**src/rtl/vga_scanout_pkg.sv**
```systemverilog
// Shared VGA 640x480@60 timing constants, counter type and 9-bit RGB field layout.
// Pure declarations: no latency, no flow control.
package vga_scanout_pkg;

  localparam int H_ACTIVE = 640;
  localparam int H_FRONT  = 16;
  localparam int H_SYNC   = 96;
  localparam int H_BACK   = 48;
  localparam int H_TOTAL  = H_ACTIVE + H_FRONT + H_SYNC + H_BACK;

  localparam int V_ACTIVE = 480;
  localparam int V_FRONT  = 10;
  localparam int V_SYNC   = 2;
  localparam int V_BACK   = 33;
  localparam int V_TOTAL  = V_ACTIVE + V_FRONT + V_SYNC + V_BACK;

  localparam int CNT_W = 10;
  typedef logic [CNT_W-1:0] cnt_t;

  // Pixel word is {red, green, blue}, three bits each.
  localparam int CHAN_W  = 3;
  localparam int RED_LSB = 6;
  localparam int GRN_LSB = 3;
  localparam int BLU_LSB = 0;

  // Sync fields are active-high here so a cleared pipeline means "not in sync".
  typedef struct packed {
    logic active;
    logic hsync_on;
    logic vsync_on;
    logic frame_start;
  } vid_ctl_t;

  function automatic logic in_span(cnt_t val, cnt_t lo, cnt_t hi);
    return (val >= lo) && (val < hi);
  endfunction

endpackage

```
**src/rtl/vga_timing.sv**
```systemverilog
// Raster counters plus raw active/sync/frame-start flags decoded from the current count.
// Flags are combinational from the counter flops; free-running, no backpressure.
module vga_timing #(
  parameter int H_ACTIVE = vga_scanout_pkg::H_ACTIVE,
  parameter int H_FRONT  = vga_scanout_pkg::H_FRONT,
  parameter int H_SYNC   = vga_scanout_pkg::H_SYNC,
  parameter int H_BACK   = vga_scanout_pkg::H_BACK,
  parameter int V_ACTIVE = vga_scanout_pkg::V_ACTIVE,
  parameter int V_FRONT  = vga_scanout_pkg::V_FRONT,
  parameter int V_SYNC   = vga_scanout_pkg::V_SYNC,
  parameter int V_BACK   = vga_scanout_pkg::V_BACK
) (
  input  logic                       i_Clk,
  input  logic                       i_Rst_n,
  output vga_scanout_pkg::cnt_t      o_h_count,
  output vga_scanout_pkg::cnt_t      o_v_count,
  output vga_scanout_pkg::vid_ctl_t  o_ctl
);
  import vga_scanout_pkg::*;

  localparam cnt_t H_ACT   = cnt_t'(H_ACTIVE);
  localparam cnt_t H_SSTRT = cnt_t'(H_ACTIVE + H_FRONT);
  localparam cnt_t H_SEND  = cnt_t'(H_ACTIVE + H_FRONT + H_SYNC);
  localparam cnt_t H_LAST  = cnt_t'(H_ACTIVE + H_FRONT + H_SYNC + H_BACK - 1);
  localparam cnt_t V_ACT   = cnt_t'(V_ACTIVE);
  localparam cnt_t V_SSTRT = cnt_t'(V_ACTIVE + V_FRONT);
  localparam cnt_t V_SEND  = cnt_t'(V_ACTIVE + V_FRONT + V_SYNC);
  localparam cnt_t V_LAST  = cnt_t'(V_ACTIVE + V_FRONT + V_SYNC + V_BACK - 1);

  cnt_t h_cnt_q, h_cnt_d;
  cnt_t v_cnt_q, v_cnt_d;

  always_comb begin
    h_cnt_d = h_cnt_q + cnt_t'(1);
    v_cnt_d = v_cnt_q;
    if (h_cnt_q == H_LAST) begin
      h_cnt_d = '0;
      v_cnt_d = (v_cnt_q == V_LAST) ? '0 : v_cnt_q + cnt_t'(1);
    end
  end

  always_ff @(posedge i_Clk or negedge i_Rst_n) begin
    if (!i_Rst_n) begin
      h_cnt_q <= '0;
      v_cnt_q <= '0;
    end else begin
      h_cnt_q <= h_cnt_d;
      v_cnt_q <= v_cnt_d;
    end
  end

  always_comb begin
    o_ctl             = '0;
    o_ctl.active      = (h_cnt_q < H_ACT) && (v_cnt_q < V_ACT);
    o_ctl.hsync_on    = in_span(h_cnt_q, H_SSTRT, H_SEND);
    o_ctl.vsync_on    = in_span(v_cnt_q, V_SSTRT, V_SEND);
    o_ctl.frame_start = (h_cnt_q == '0) && (v_cnt_q == '0);
  end

  assign o_h_count = h_cnt_q;
  assign o_v_count = v_cnt_q;

endmodule

```
**src/rtl/vga_scanout.sv**
```systemverilog
// VGA scan-out: requests tile/local pixel coordinates, latches renderer RGB, drives pins.
// Counter-to-pin latency PIXEL_LATENCY+2 clocks; renderer must answer every request, no backpressure.
module vga_scanout #(
  parameter int H_ACTIVE      = vga_scanout_pkg::H_ACTIVE,
  parameter int H_FRONT       = vga_scanout_pkg::H_FRONT,
  parameter int H_SYNC        = vga_scanout_pkg::H_SYNC,
  parameter int H_BACK        = vga_scanout_pkg::H_BACK,
  parameter int V_ACTIVE      = vga_scanout_pkg::V_ACTIVE,
  parameter int V_FRONT       = vga_scanout_pkg::V_FRONT,
  parameter int V_SYNC        = vga_scanout_pkg::V_SYNC,
  parameter int V_BACK        = vga_scanout_pkg::V_BACK,
  parameter int TILE_WIDTH    = 32,
  parameter int TILE_HEIGHT   = 32,
  parameter int PIXEL_LATENCY = 1
) (
  input  logic       i_Clk,
  input  logic       i_Rst_n,
  output logic       o_Req_Valid,
  output logic [4:0] o_Tile_X,
  output logic [3:0] o_Tile_Y,
  output logic [4:0] o_Local_X,
  output logic [4:0] o_Local_Y,
  input  logic [8:0] i_Pixel,
  output logic       o_VGA_HSync,
  output logic       o_VGA_VSync,
  output logic [2:0] o_VGA_Red,
  output logic [2:0] o_VGA_Grn,
  output logic [2:0] o_VGA_Blu,
  output logic       o_Frame_Start
);
  import vga_scanout_pkg::*;

  // Tile sizes are powers of two, so divide/modulo reduce to shift/mask.
  localparam int   TX_SHIFT = $clog2(TILE_WIDTH);
  localparam int   TY_SHIFT = $clog2(TILE_HEIGHT);
  localparam cnt_t LX_MASK  = cnt_t'(TILE_WIDTH - 1);
  localparam cnt_t LY_MASK  = cnt_t'(TILE_HEIGHT - 1);

  cnt_t     h_count, v_count;
  vid_ctl_t raw_ctl;

  vga_timing #(
    .H_ACTIVE (H_ACTIVE),
    .H_FRONT  (H_FRONT),
    .H_SYNC   (H_SYNC),
    .H_BACK   (H_BACK),
    .V_ACTIVE (V_ACTIVE),
    .V_FRONT  (V_FRONT),
    .V_SYNC   (V_SYNC),
    .V_BACK   (V_BACK)
  ) u_timing (
    .i_Clk     (i_Clk),
    .i_Rst_n   (i_Rst_n),
    .o_h_count (h_count),
    .o_v_count (v_count),
    .o_ctl     (raw_ctl)
  );

  // Request stage
  vid_ctl_t   req_ctl_q,   req_ctl_d;
  logic [4:0] tile_x_q,    tile_x_d;
  logic [3:0] tile_y_q,    tile_y_d;
  logic [4:0] local_x_q,   local_x_d;
  logic [4:0] local_y_q,   local_y_d;

  always_comb begin
    req_ctl_d = raw_ctl;
    tile_x_d  = '0;
    tile_y_d  = '0;
    local_x_d = '0;
    local_y_d = '0;
    if (raw_ctl.active) begin
      tile_x_d  = 5'(h_count >> TX_SHIFT);
      tile_y_d  = 4'(v_count >> TY_SHIFT);
      local_x_d = 5'(h_count & LX_MASK);
      local_y_d = 5'(v_count & LY_MASK);
    end
  end

  always_ff @(posedge i_Clk or negedge i_Rst_n) begin
    if (!i_Rst_n) begin
      req_ctl_q <= '0;
      tile_x_q  <= '0;
      tile_y_q  <= '0;
      local_x_q <= '0;
      local_y_q <= '0;
    end else begin
      req_ctl_q <= req_ctl_d;
      tile_x_q  <= tile_x_d;
      tile_y_q  <= tile_y_d;
      local_x_q <= local_x_d;
      local_y_q <= local_y_d;
    end
  end

  assign o_Req_Valid = req_ctl_q.active;
  assign o_Tile_X    = tile_x_q;
  assign o_Tile_Y    = tile_y_q;
  assign o_Local_X   = local_x_q;
  assign o_Local_Y   = local_y_q;

  // Control delay line: its tail lines up with the cycle i_Pixel answers the request.
  vid_ctl_t dly_q [PIXEL_LATENCY];
  vid_ctl_t dly_d [PIXEL_LATENCY];

  always_comb begin
    for (int i = 0; i < PIXEL_LATENCY; i++) begin
      dly_d[i] = '0;
    end
    dly_d[0] = req_ctl_q;
    for (int i = 1; i < PIXEL_LATENCY; i++) begin
      dly_d[i] = dly_q[i-1];
    end
  end

  always_ff @(posedge i_Clk or negedge i_Rst_n) begin
    if (!i_Rst_n) begin
      for (int i = 0; i < PIXEL_LATENCY; i++) begin
        dly_q[i] <= '0;
      end
    end else begin
      for (int i = 0; i < PIXEL_LATENCY; i++) begin
        dly_q[i] <= dly_d[i];
      end
    end
  end

  // Pin stage
  vid_ctl_t   tail;
  logic       hsync_q, hsync_d;
  logic       vsync_q, vsync_d;
  logic [2:0] red_q, red_d;
  logic [2:0] grn_q, grn_d;
  logic [2:0] blu_q, blu_d;
  logic       frame_start_q, frame_start_d;

  assign tail = dly_q[PIXEL_LATENCY-1];

  // The mux keeps an undriven renderer bus from reaching the pins while blanked.
  always_comb begin
    hsync_d       = ~tail.hsync_on;
    vsync_d       = ~tail.vsync_on;
    frame_start_d = tail.frame_start;
    red_d         = '0;
    grn_d         = '0;
    blu_d         = '0;
    if (tail.active) begin
      red_d = i_Pixel[RED_LSB +: CHAN_W];
      grn_d = i_Pixel[GRN_LSB +: CHAN_W];
      blu_d = i_Pixel[BLU_LSB +: CHAN_W];
    end
  end

  always_ff @(posedge i_Clk or negedge i_Rst_n) begin
    if (!i_Rst_n) begin
      hsync_q       <= 1'b1;
      vsync_q       <= 1'b1;
      red_q         <= '0;
      grn_q         <= '0;
      blu_q         <= '0;
      frame_start_q <= 1'b0;
    end else begin
      hsync_q       <= hsync_d;
      vsync_q       <= vsync_d;
      red_q         <= red_d;
      grn_q         <= grn_d;
      blu_q         <= blu_d;
      frame_start_q <= frame_start_d;
    end
  end

  assign o_VGA_HSync   = hsync_q;
  assign o_VGA_VSync   = vsync_q;
  assign o_VGA_Red     = red_q;
  assign o_VGA_Grn     = grn_q;
  assign o_VGA_Blu     = blu_q;
  assign o_Frame_Start = frame_start_q;

endmodule

```
**config.mk**
```make
export PLATFORM = sky130hd
export DESIGN_NAME = vga_scanout
export DESIGN_NICKNAME = d
export VERILOG_FILES = /design/src/rtl/vga_scanout_pkg.sv /design/src/rtl/vga_timing.sv /design/src/rtl/vga_scanout.sv
export SDC_FILE = /design/constraint.sdc
export NUM_CORES = 1
export LEC_CHECK = 0
export ABC_AREA = 1
export BUFFER_PORTS_ARGS = -buffer_cell sky130_fd_sc_hd__buf_2
export CORE_UTILIZATION = 25
export DETAILED_ROUTE_END_ITERATION = 8
export PLACE_DENSITY_LB_ADDON = 0.05
export SLEW_MARGIN = 15
export SYNTH_ARGS = -nofsm -noshare
export SYNTH_HDL_FRONTEND = slang
export SYNTH_HIERARCHICAL = 1
export SYNTH_SLANG_ARGS = --single-unit
```
**constraint.sdc**
```tcl
create_clock -name i_Clk -period 1.8 [get_ports i_Clk]
set_input_delay 0.18 -clock i_Clk [delete_from_list [all_inputs] [get_ports i_Clk]]
set_output_delay 0.18 -clock i_Clk [all_outputs]
set_load 0.1 [all_outputs]
```
; Yosys cells after proc, flatten, opt, wreduce, memory -nomap -nowiden
; Index checks and enable logic that the tools add are counted.
[op_classes]
n_addsub = 2
n_lt_le_gt_ge = 6
n_eq_ne = 2
n_mux = 9
bitwise_logic = 2
reduce_logical = 6
[op_table]
columns = cell, n
row1 = $add 10x1->10 const B, 2
row2 = $eq 10x10->1 const B, 2
row3 = $logic_not 10->1, 2
row4 = $lt 10x10->1 const B, 2
row5 = $lt 10x9->1 const B, 2
row6 = $mux 10, 2
row7 = $mux 5, 3
row8 = $ge 10x10->1 const B, 1
row9 = $ge 10x9->1 const B, 1
row10 = $mux 3, 3
row11 = $logic_and 1x1->1, 4
row12 = $mux 4, 1
row13 = $not 1->1, 2
[totals]
register_bits = 59
input_bits = 11
out_inout_bits = 32

; Logic depth before layout (Yosys ltp)
; Gate-level depths: netlist of run 1.
[depth]
ltp_word = 3
ltp_mapped = 9

; Cells and area by module
; The synthesis of run 1 kept the hierarchy.
[modules_own_cells]
columns = module, n_inst, cells_per_inst, area_per_inst_um2, seq_area_each_um2
row1 = vga_scanout, 1, 100, 1234.9, 978.4
row2 = vga_timing, 1, 163, 1212.4, 500.5

; Worst setup path before layout of run 1
; No wires, ideal clock.
[synth_path]
kind = flip-flop to flip-flop
from = reg u_timing.h_cnt_q[0], in the netlist u_timing/o_h_count[0]
to = reg u_timing.v_cnt_q[4], in the netlist u_timing/o_v_count[4]
setup_ns = 0.114
arrival_ns = 1.189
t_required_ns = 1.686
setup_slack_ns = 0.497
stages_incl_launch_ff = 10
path_buffers = 1
path_cell_list = dfrtp_1 > ha_1 > nand3_2 > nor2_2 > nand2_2 > inv_2 > buf_6 > nand3_1 > nand2_1 > nor2_1
[synth_between]
elab_chain_len = 1
[synth_lines]
columns = item, line
row1 = "start, declared", vga_timing.sv:30  ; cnt_t h_cnt_q, h_cnt_d;
row2 = "start signal, assigned", vga_timing.sv:47  ; h_cnt_q <= h_cnt_d;
row3 = $eq 10x10->1, vga_timing.sv:36  ; if (h_cnt_q == H_LAST) begin
row4 = "end signal, assigned", vga_timing.sv:48  ; v_cnt_q <= v_cnt_d;
row5 = "end, declared", vga_timing.sv:31  ; cnt_t v_cnt_q, v_cnt_d;
; Every way passes these cells.
; A chain may end at the register's enable or synchronous reset.

; Worst setup path after layout of run 1
[layout_path]
from = reg u_timing.h_cnt_q[0], in the netlist u_timing/o_h_count[0]
to = reg u_timing.v_cnt_q[3], in the netlist u_timing/o_v_count[3]
; The elaborated chain is that of the path after synthesis.

==> results of run 1 <==
==> report_power, final <==
part	total (uW)	leakage, uW	internal [uW]	switching [uW]
Combinational	144	0.000886	27.9	116
Sequential	1340	0.000762	1340	1.90
Clock	1050	0.0000851	530	524
Total	2540	0.00173	1890	642
==> final cells by class <==
cell class                 count  area, um^2
fill                        1032        6370
sequential                    59        1480
multi-input combinational    140         688
timing repair buffer          48         283
inverter                      59         221
tap                          129         161
clock buffer                  11         141
clock inverter                 5        30.0
==> tightest hold or removal path: cells and delay by family <==
family        cells  cell delay (ns)
buf+inv           2             0.11
simple gates      1             0.04
==> registers in the layout, indices dropped and copies added, names as in the netlist <==
register	cells
dly_q	3
o_Local_Y	5
o_VGA_VSync	1
o_Local_X	5
o_Tile_Y	4
o_VGA_Red	3
o_Frame_Start	1
o_Req_Valid	1
u_timing/o_h_count	10
u_timing/o_v_count	10
o_VGA_Blu	3
o_Tile_X	5
frame_start_d	1
o_VGA_Grn	3
dly_d	3
o_VGA_HSync	1
==> final timing paths <==
path	start	cells after the start	endpoint
min in group asynchronous	i_Rst_n	2	o_Tile_X[2]
worst min register to register	dly_d[2]	0	dly_q[2]
worst max register to register	u_timing/o_h_count[0]	8	u_timing/o_v_count[3]
worst min-delay path	i_Pixel[4]	3	o_VGA_Grn[1]
worst max-delay path	u_timing/o_h_count[0]	8	u_timing/o_v_count[3]
max in group asynchronous	i_Rst_n	3	o_Local_Y[0]
==> metal layers <==
layer  track usage  vias up  part of all wire
met5             0        -                 0
met4        0.0635        0             0.020
met3        0.0305        9             0.048
met2         0.168       44              0.43
met1         0.146      782              0.50
li1              -      888                 -
==> cells in the final DEF (no fill, tap or decap), types with 4 or more instances in the layout <==
| cell | Yosys | final |
|---|---|---|
| nand2_1 | 62 | 62 |
| dfrtp_1 | 57 | 57 |
| inv_1 | 56 | 56 |
| buf_2 | 1 | 42 |
| nor2_1 | 20 | 20 |
| nand3_1 | 15 | 15 |
| clkbuf_8 | 0 | 10 |
| nor2_2 | 7 | 7 |
| xor2_1 | 7 | 7 |
| nor3_1 | 5 | 5 |
| o21ai_0 | 4 | 4 |
| ha_1 | 4 | 4 |
==> per-stage QoR <==
stage                     power (uW)  hold slack (ns)  utilization
after detailed placement        1510            0.209        0.301
after CTS                       2610          0.00309        0.321
after global routing            2660           0.0170        0.321
after global placement          1510            0.208        0.301
after floorplan                 1450           -0.116            -
final                           2540           0.0278        0.321
==> cell usage after synthesis (2+ instances only) <==
cell type	number
nand2_2	3
nand3_1	15
dfstp_2	2
nor2_2	7
inv_2	3
nand2_1	62
nor2_1	20
nand4_1	3
nor3_1	5
nor4_1	2
inv_1	56
buf_6	3
ha_1	4
dfrtp_1	57
xor2_1	7
o21ai_0	4
a21oi_1	3
==> what timing repair did <==
| item | 4_1_cts | 5_1_grt |
|---|---|---|
| setup buffers | 0 | 0 |
| hold buffers | 1 | 0 |
| hold endpoints to repair | 18 | 0 |
| endpoints found under the setup margin | 0 | 0 |
==> cell families after synthesis <==
| family | Yosys count | synth area share |
|---|---|---|
| fa+ha+maj | 4 | 0.0205 |
| flops | 59 | 0.604 |
| compound gates | 11 | 0.0266 |
| simple gates | 118 | 0.209 |
| xor+xnor | 7 | 0.0251 |
| buf+inv | 64 | 0.115 |
==> results.cfg, run 1 <==
[run_status]
status = finished, final reports clean

[yosys]
ys_types = 24
seq_area_frac_synth = 0.604
synthTopCellsByArea = dfrtp_1 (58%), nand2_1 (9.5%), inv_1 (8.6%)
synth_top_area_share = 0.583
ys_seq_elements = 59
avgSynthCellArea_um2 = 9.31
synth_edf_count = 0
netlist_instances = 263
synthFlopType = dfrtp_1
yosysWarnings = 6
synth_area_um2 = 2450
synthesis.nets = 278
yosysTopAreaCell = dfrtp_1
async_flop_share = 1.00

[sta]
hold_violations = 0
finalSetupTns_ns = 0
worst_slew_pin_slew_ns = 0.560
skew_ns = 0.0115
rsz0062_at_grt = no
worst_slack_ns = 0.244
relSlewSlack = 0.627
clock.fmax_ghz = 0.643
timing.final.crit_period_ns = 1.56
setup_viol = 0
drv_slew = 0
fin_crit_sh = 0.865

[global_route]
grt_pass1_vias = 1714
grt_max_degree = 24
track_usage = 0.112
grt_overflow = 0
grt_pass1_wl_um = 8540
antenna_found_initial = 0

[worst_setup_path]
cp.buffers_inverters = 1
crit_type = reg2reg
max_stage_delay_ns = 0.41
cp.required_ns = 2.02
cp.arrival_ns = 1.78
startpoint_type = register
critPathMaxFanout = 13
slowest_stage = dfrtp_1
endpoint_kind = register
path_cells = ha_1 > nand3_2 > nor2_2 > nand2_2 > inv_2 > nand2_1 > nand2_1 > nor2_2
r2r_slack_ns = 0.24
critical_path.top_delay_family = simple AND/OR/NAND/NOR gates

[place]
port_buffers = 42
post-place-ws_ns = 0.233
place_area_um2 = 2820
dp_hpwl_um = 3560
gp_congestion = 0.804
place_inst = 434

[clock_network]
cts_htree_levels = 3
worst_skew_pair.late_latency_ns = 0.33
ctsResizeCount = 0
tritoncts = yes
clock_sinks = 59
numCtsBuffers = 9
clock-root-buffer = clkbuf_8
max-clock-path-buffers = 2
clk_pin_slew_ns = 0.07

[routing]
antenna_left = 0
num_vias = 1723
avgViaCountPerCell = 3.82
routed_wl_um = 5010
avgRoutedWirePerCell_um = 11.1
drcViolationCount = 0
drt_iter0_drc = 69
drtPass1Iterations = 4

[layout]
insertedDiodeCount = 0
drive_gt1_frac = 0.245
area_growth_syn_to_layout_pct = 22.8
layout.nets = 332
finalNonFillerCells = 451
fin_area_um2 = 3000

[die]
row_count = 35
dieArea_um2 = 10200
num_io_pins = 43
start_util = 0.261
die_h_um = 101
core_area_um2 = 9370
die_w_um = 101

[worst_hold_path]
hold_path.class = in2reg

[job]
cap_violations = 0

[pwr]
p_leak_uw = 0.00173
ir_drop_mv = 0.237
powerDensity_nw_per_um2 = 844
No activity file was read; power rests on OpenSTA's default activity.
==> run 2: changes to the inputs <==
Settings changed: ABC_CLOCK_PERIOD_IN_PS set to 1800, SYNTH_HIERARCHICAL 1 to not set.
==> run 2 against run 1 <==
  * Fmax down 2.8%
  * Sequential share of layout area down 0.93 points
  * Clock power up 30%
  * First-iteration DRC count down 22%
  * Critical path type unchanged
  * Non-clock buffer count down 1
  * Critical path depth down 1
  * Largest power group is now clock
  * Largest cell class unchanged
  * Die area unchanged
  * Synthesized cell count down 6.8%
  * Clock-buffer cell count down 2
  * Wire length up 2.3%
==> results.cfg, run 2 <==
[die]
start_util = 0.261
die_w_um = 101
die_h_um = 101
row_count = 35
num_io_pins = 43
dieArea_um2 = 10200
core_area_um2 = 9370

[yosys]
synthesis.nets = 260
synth.most_common_cell = dfrtp_1
synth_area_um2 = 2450
synthFlopType = dfrtp_1
avgSynthCellArea_um2 = 9.99
ys_types = 24
synthTopCellsByCount = dfrtp_1 (57), inv_1 (45), nand2_1 (37)
synth_top_area_share = 0.583
seq_area_frac_synth = 0.604
yosysWarnings = 0
synth_edf_count = 0
async_flop_share = 1.00
synthTopCellsByArea = dfrtp_1 (58%), inv_1 (6.9%), nand2_1 (5.7%)
ys_seq_elements = 59
netlist_instances = 245
yosysTopAreaCell = dfrtp_1

[job]
cap_violations = 0

[routing]
drcViolationCount = 0
num_vias = 1743
antenna_left = 0
drtPass1Iterations = 4
avgViaCountPerCell = 4.02
avgRoutedWirePerCell_um = 11.8
routed_wl_um = 5120
drt_iter0_drc = 54

[clock_network]
clk_pin_slew_ns = 0.07
numCtsBuffers = 9
tritoncts = yes
clock-root-buffer = clkbuf_8
worst_skew_pair.late_latency_ns = 0.34
ctsResizeCount = 0
cts_htree_levels = 3
clock_sinks = 59
max-clock-path-buffers = 2

[pwr]
power_uw = 2840
ir_drop_mv = 0.389
p_leak_uw = 0.00167
powerDensity_nw_per_um2 = 927

[worst_hold_path]
holdCritStartpoint = i_Pixel[7]
holdPathEnd = o_VGA_Red[1]
hold_depth = 3
hold_path.class = in2reg

[worst_setup_path]
critPathMaxFanout = 19
worstRegToRegCells = 7
r2r_start = u_timing.o_h_count[0]
startpoint_type = register
worstReg2RegEnd = u_timing.o_v_count[3]
endpoint_kind = register
cp.required_ns = 2.07
crit_type = reg2reg
r2r_slack_ns = 0.20
cp.arrival_ns = 1.87

[global_route]
grt_pass1_vias = 1731
grt_overflow = 0
antenna_found_initial = 0
grt_max_degree = 60
grt_pass1_wl_um = 8340
track_usage = 0.110

[sta]
setup_viol = 0
finalSetupTns_ns = 0
rsz0062_at_grt = no
relSlewSlack = 0.669
hold_violations = 0
fin_crit_sh = 0.890
timing.hold.ws_ns = 0.0264
drv_slew = 0
worst_slew_pin_slew_ns = 0.500
timing.final.crit_period_ns = 1.60
clock.fmax_ghz = 0.624
skew_ns = 0.00728

[layout]
final_cell_mix = dfrtp_1 (57), inv_1 (45), buf_2 (42)
post-route-util = 0.327
fillerInstances = 1036
insertedDiodeCount = 0
drive_gt1_frac = 0.272
final_common_cell = dfrtp_1
layout.nets = 315
area_growth_syn_to_layout_pct = 25.1

[place]
dp_hpwl_um = 3470
gp_congestion = 0.764
port_buffers = 42

[run_status]
status = finished, final reports clean
run 2: logic make-up after synthesis:
| family | synth area share |
|---|---|
| buffers and inverters | 0.0864 |
| DFF | 0.604 |
| xor gates and xnor gates | 0.0251 |
| AOI/OAI and AO/OA | 0.0435 |
| adders and majority gates | 0.0205 |
| and+or+nand+nor | 0.220 |
run 2: how the worst max path moves through the flow:
stage                     startpoint                     to  depth (start not counted)
4_1_cts        u_timing.o_h_count[0]  u_timing.o_v_count[3]                          7
3_3_place_gp   u_timing.o_h_count[0]  u_timing.o_v_count[4]                          7
2_1_floorplan  u_timing.o_h_count[0]  u_timing.o_v_count[0]                          7
6_report       u_timing.o_h_count[0]  u_timing.o_v_count[3]                          7
5_1_grt        u_timing.o_h_count[0]  u_timing.o_v_count[4]                          7
3_5_place_dp   u_timing.o_h_count[0]  u_timing.o_v_count[3]                          7
run 2: area by class of cell:
class,instances,area (um^2),area share
Multi-Input combinational cell,136,757,0.247
Clock inverter,7,101,0.0331
Sequential cell,59,1480,0.483
Tap cell,129,161,0.0527
Clock buffer,9,124,0.0405
Inverter,47,176,0.0576
Timing Repair Buffer,47,263,0.0858
run 2: routing by layer:
layer | track usage | wire length, um | vias up
met4 | 0.0468 | 84 | 0
met2 | 0.176 | 2400 | 36
met3 | 0.0361 | 223 | 8
li1 | - | - | 867
met1 | 0.136 | 2420 | 832
met5 | 0 | 0 | -
run 2: critical path, cell delays in order, from the launching register on:
cell     delay [ns]
dfrtp_1        0.40
ha_1           0.22
nand2_2        0.11
nor2_8         0.13
nand3_2        0.13
nor2_8         0.31
nand4_1        0.16
o21ai_2        0.08
run 2: report_power, final:
| part | switching (uW) | total, uW | internal [uW] |
|---|---|---|---|
| clock | 573 | 1360 | 788 |
| sequential | 2.30 | 1340 | 1340 |
| combinational | 116 | 140 | 24.0 |
| total | 691 | 2840 | 2150 |
run 2: timing repair:
action,CTS,global route
hold endpoints to repair,57,0
setup buffers,0,0
hold buffers,1,0
run 2: through the flow:
step | setup WS [ns] | cell area, um^2 | std cells
floorplan | 0.425 | 2450 | 245
global placement | 0.242 | 2830 | 417
detailed placement | 0.190 | 2830 | 417
CTS | 0.169 | 3060 | 434
global route | 0.0404 | 3060 | 434
finish | 0.199 | 3060 | 434
==> run 3: changes to the inputs <==
Settings changed: ABC_CLOCK_PERIOD_IN_PS 1800 to 2000, BUFFER_PORTS_ARGS -buffer_cell sky130_fd_sc_hd__buf_2 to -buffer_cell sky130_fd_sc_hd__buf_4.
Clock period 1.8 ns to 2 ns, I/O delays scaled along.
==> run 3 against run 2 <==
  * Worst setup slack gained 0.16 ns
  * Wire length is 0.98% lower
  * Sequential share of layout area decreased by 0.62 points
  * Global-route usage up 0.33 points
  * Utilization increased by 0.43 points
  * Non-clock buffer count is 3 lower
  * Clock power is 21% lower
  * Via count shrank 0.52%
  * Critical path depth is the same
  * Power shrank 15%
  * Fmax decreased by 2.4%
  * Design area up 1.3%
  * Highest routed layer unchanged
==> results.cfg, run 3 (synthesis results as in run 2) <==
[layout]
final_cell_mix = dfrtp_1 (57), inv_1 (45), buf_4 (43)
layout.nets = 312
final_common_cell = dfrtp_1
post-route-util = 0.331
area_growth_syn_to_layout_pct = 26.7
fin_area_um2 = 3100
insertedDiodeCount = 0
drive_gt1_frac = 0.262

[die]
num_io_pins = 43
core_area_um2 = 9370
die_w_um = 101
start_util = 0.261
row_count = 35
dieArea_um2 = 10200
die_h_um = 101

[pwr]
p_leak_uw = 0.00167
powerDensity_nw_per_um2 = 777
ir_drop_mv = 0.270

[sta]
drv_slew = 0
timing.final.crit_period_ns = 1.64
finalSetupTns_ns = 0
clock.fmax_ghz = 0.610
rsz0062_at_grt = no
timing.hold.ws_ns = 0.0370
fin_crit_sh = 0.820
worst_slack_ns = 0.360
worst_slew_pin_slew_ns = 0.759
hold_violations = 0
skew_ns = 0.0142
relSlewSlack = 0.494
setup_viol = 0

[clock_network]
cts_htree_levels = 3
clock-root-buffer = clkbuf_8
tritoncts = yes
ctsResizeCount = 0
cts_setup_buffers = 0
worst_skew_pair.late_latency_ns = 0.34
cts_hold_buf = 1
clk_pin_slew_ns = 0.08
numCtsBuffers = 9
max-clock-path-buffers = 2
clock_sinks = 59

[worst_setup_path]
cp-startpoint = u_timing.o_h_count[0]
cp.required_ns = 2.27
cp.arrival_ns = 1.91
r2r_slack_ns = 0.36
crit_type = reg2reg
r2r_start = u_timing.o_h_count[0]
startpoint_type = register
worstSetupEndpoint = u_timing.o_v_count[4]
critPathMaxFanout = 19
worstReg2RegEnd = u_timing.o_v_count[4]
worstRegToRegCells = 7
endpoint_kind = register

[place]
dp_hpwl_um = 3410
place_area_um2 = 2900
gp_congestion = 0.746
port_buffers = 42
post-place-ws_ns = 0.382

[routing]
avgViaCountPerCell = 4.02
drtPass1Iterations = 4
avgRoutedWirePerCell_um = 11.8
antenna_left = 0
drcViolationCount = 0
drt_iter0_drc = 74
routed_wl_um = 5070
num_vias = 1734

[global_route]
grt_overflow = 0
grt_pass1_wl_um = 8780
track_usage = 0.113
antenna_found_initial = 0
grt_pass1_vias = 1814
grt_max_degree = 60

[worst_hold_path]
hold_path.class = in2reg
holdCritStartpoint = i_Pixel[7]

[run_status]
status = finished, final reports clean

[job]
cap_violations = 0
## run 3: cell types whose count changed in the layout (fill, tap and decap cells not counted), sizes merged
cell	delta
buf	-3
bufinv	-1
clkinvlp	-2
clkinv	+2
inv	-1
clkbuf	+2
## run 3: layer usage
metal | vias up | global-route usage | part of all wire
met3 | 8 | 0.0430 | 0.050
met5 | - | 0 | 0
met1 | 819 | 0.146 | 0.48
met4 | 0 | 0.0401 | 0.014
met2 | 41 | 0.174 | 0.45
li1 | 866 | - | -
## run 3: stage by stage
stage / power, uW / cells
global placement: 1360 / 414
detailed placement: 1360 / 414
CTS: 2460 / 431
finish: 2410 / 431
floorplan: 1300 / 245
global route: 2520 / 431
## run 3: cell type report
cell class	instances	area, um^2
sequential	59	1480
clock inverter	5	53.8
multi-input combinational	136	757
fill	1031	6270
inverter	47	176
clock buffer	11	141
timing repair buffer	44	333
tap	129	161
## run 3: report_power, final
| part | internal (uW) | switching (uW) | total (uW) |
|---|---|---|---|
| sequential | 1200 | 2.36 | 1200 |
| clock | 605 | 471 | 1080 |
| combinational | 28.5 | 103 | 131 |
| total | 1840 | 576 | 2410 |
## run 3: critical path: stages, from the launching register on
cell     delay [ns]
dfrtp_1        0.41
ha_1           0.22
nand2_2        0.11
nor2_8         0.14
nand3_2        0.13
nor2_8         0.31
nand4_1        0.17
o21ai_2        0.08
## run 3: worst min path at each step
stage                    end  slack (ns)  cells past startpoint
6_report        o_VGA_Red[1]        0.04                      3
2_1_floorplan       dly_d[0]        -0.1                      0
3_5_place_dp    o_VGA_Red[2]        0.33                      1
3_3_place_gp   frame_start_d        0.33                      0
5_1_grt         o_VGA_Red[0]        0.02                      3
4_1_cts         o_VGA_Blu[2]        0.02                      3
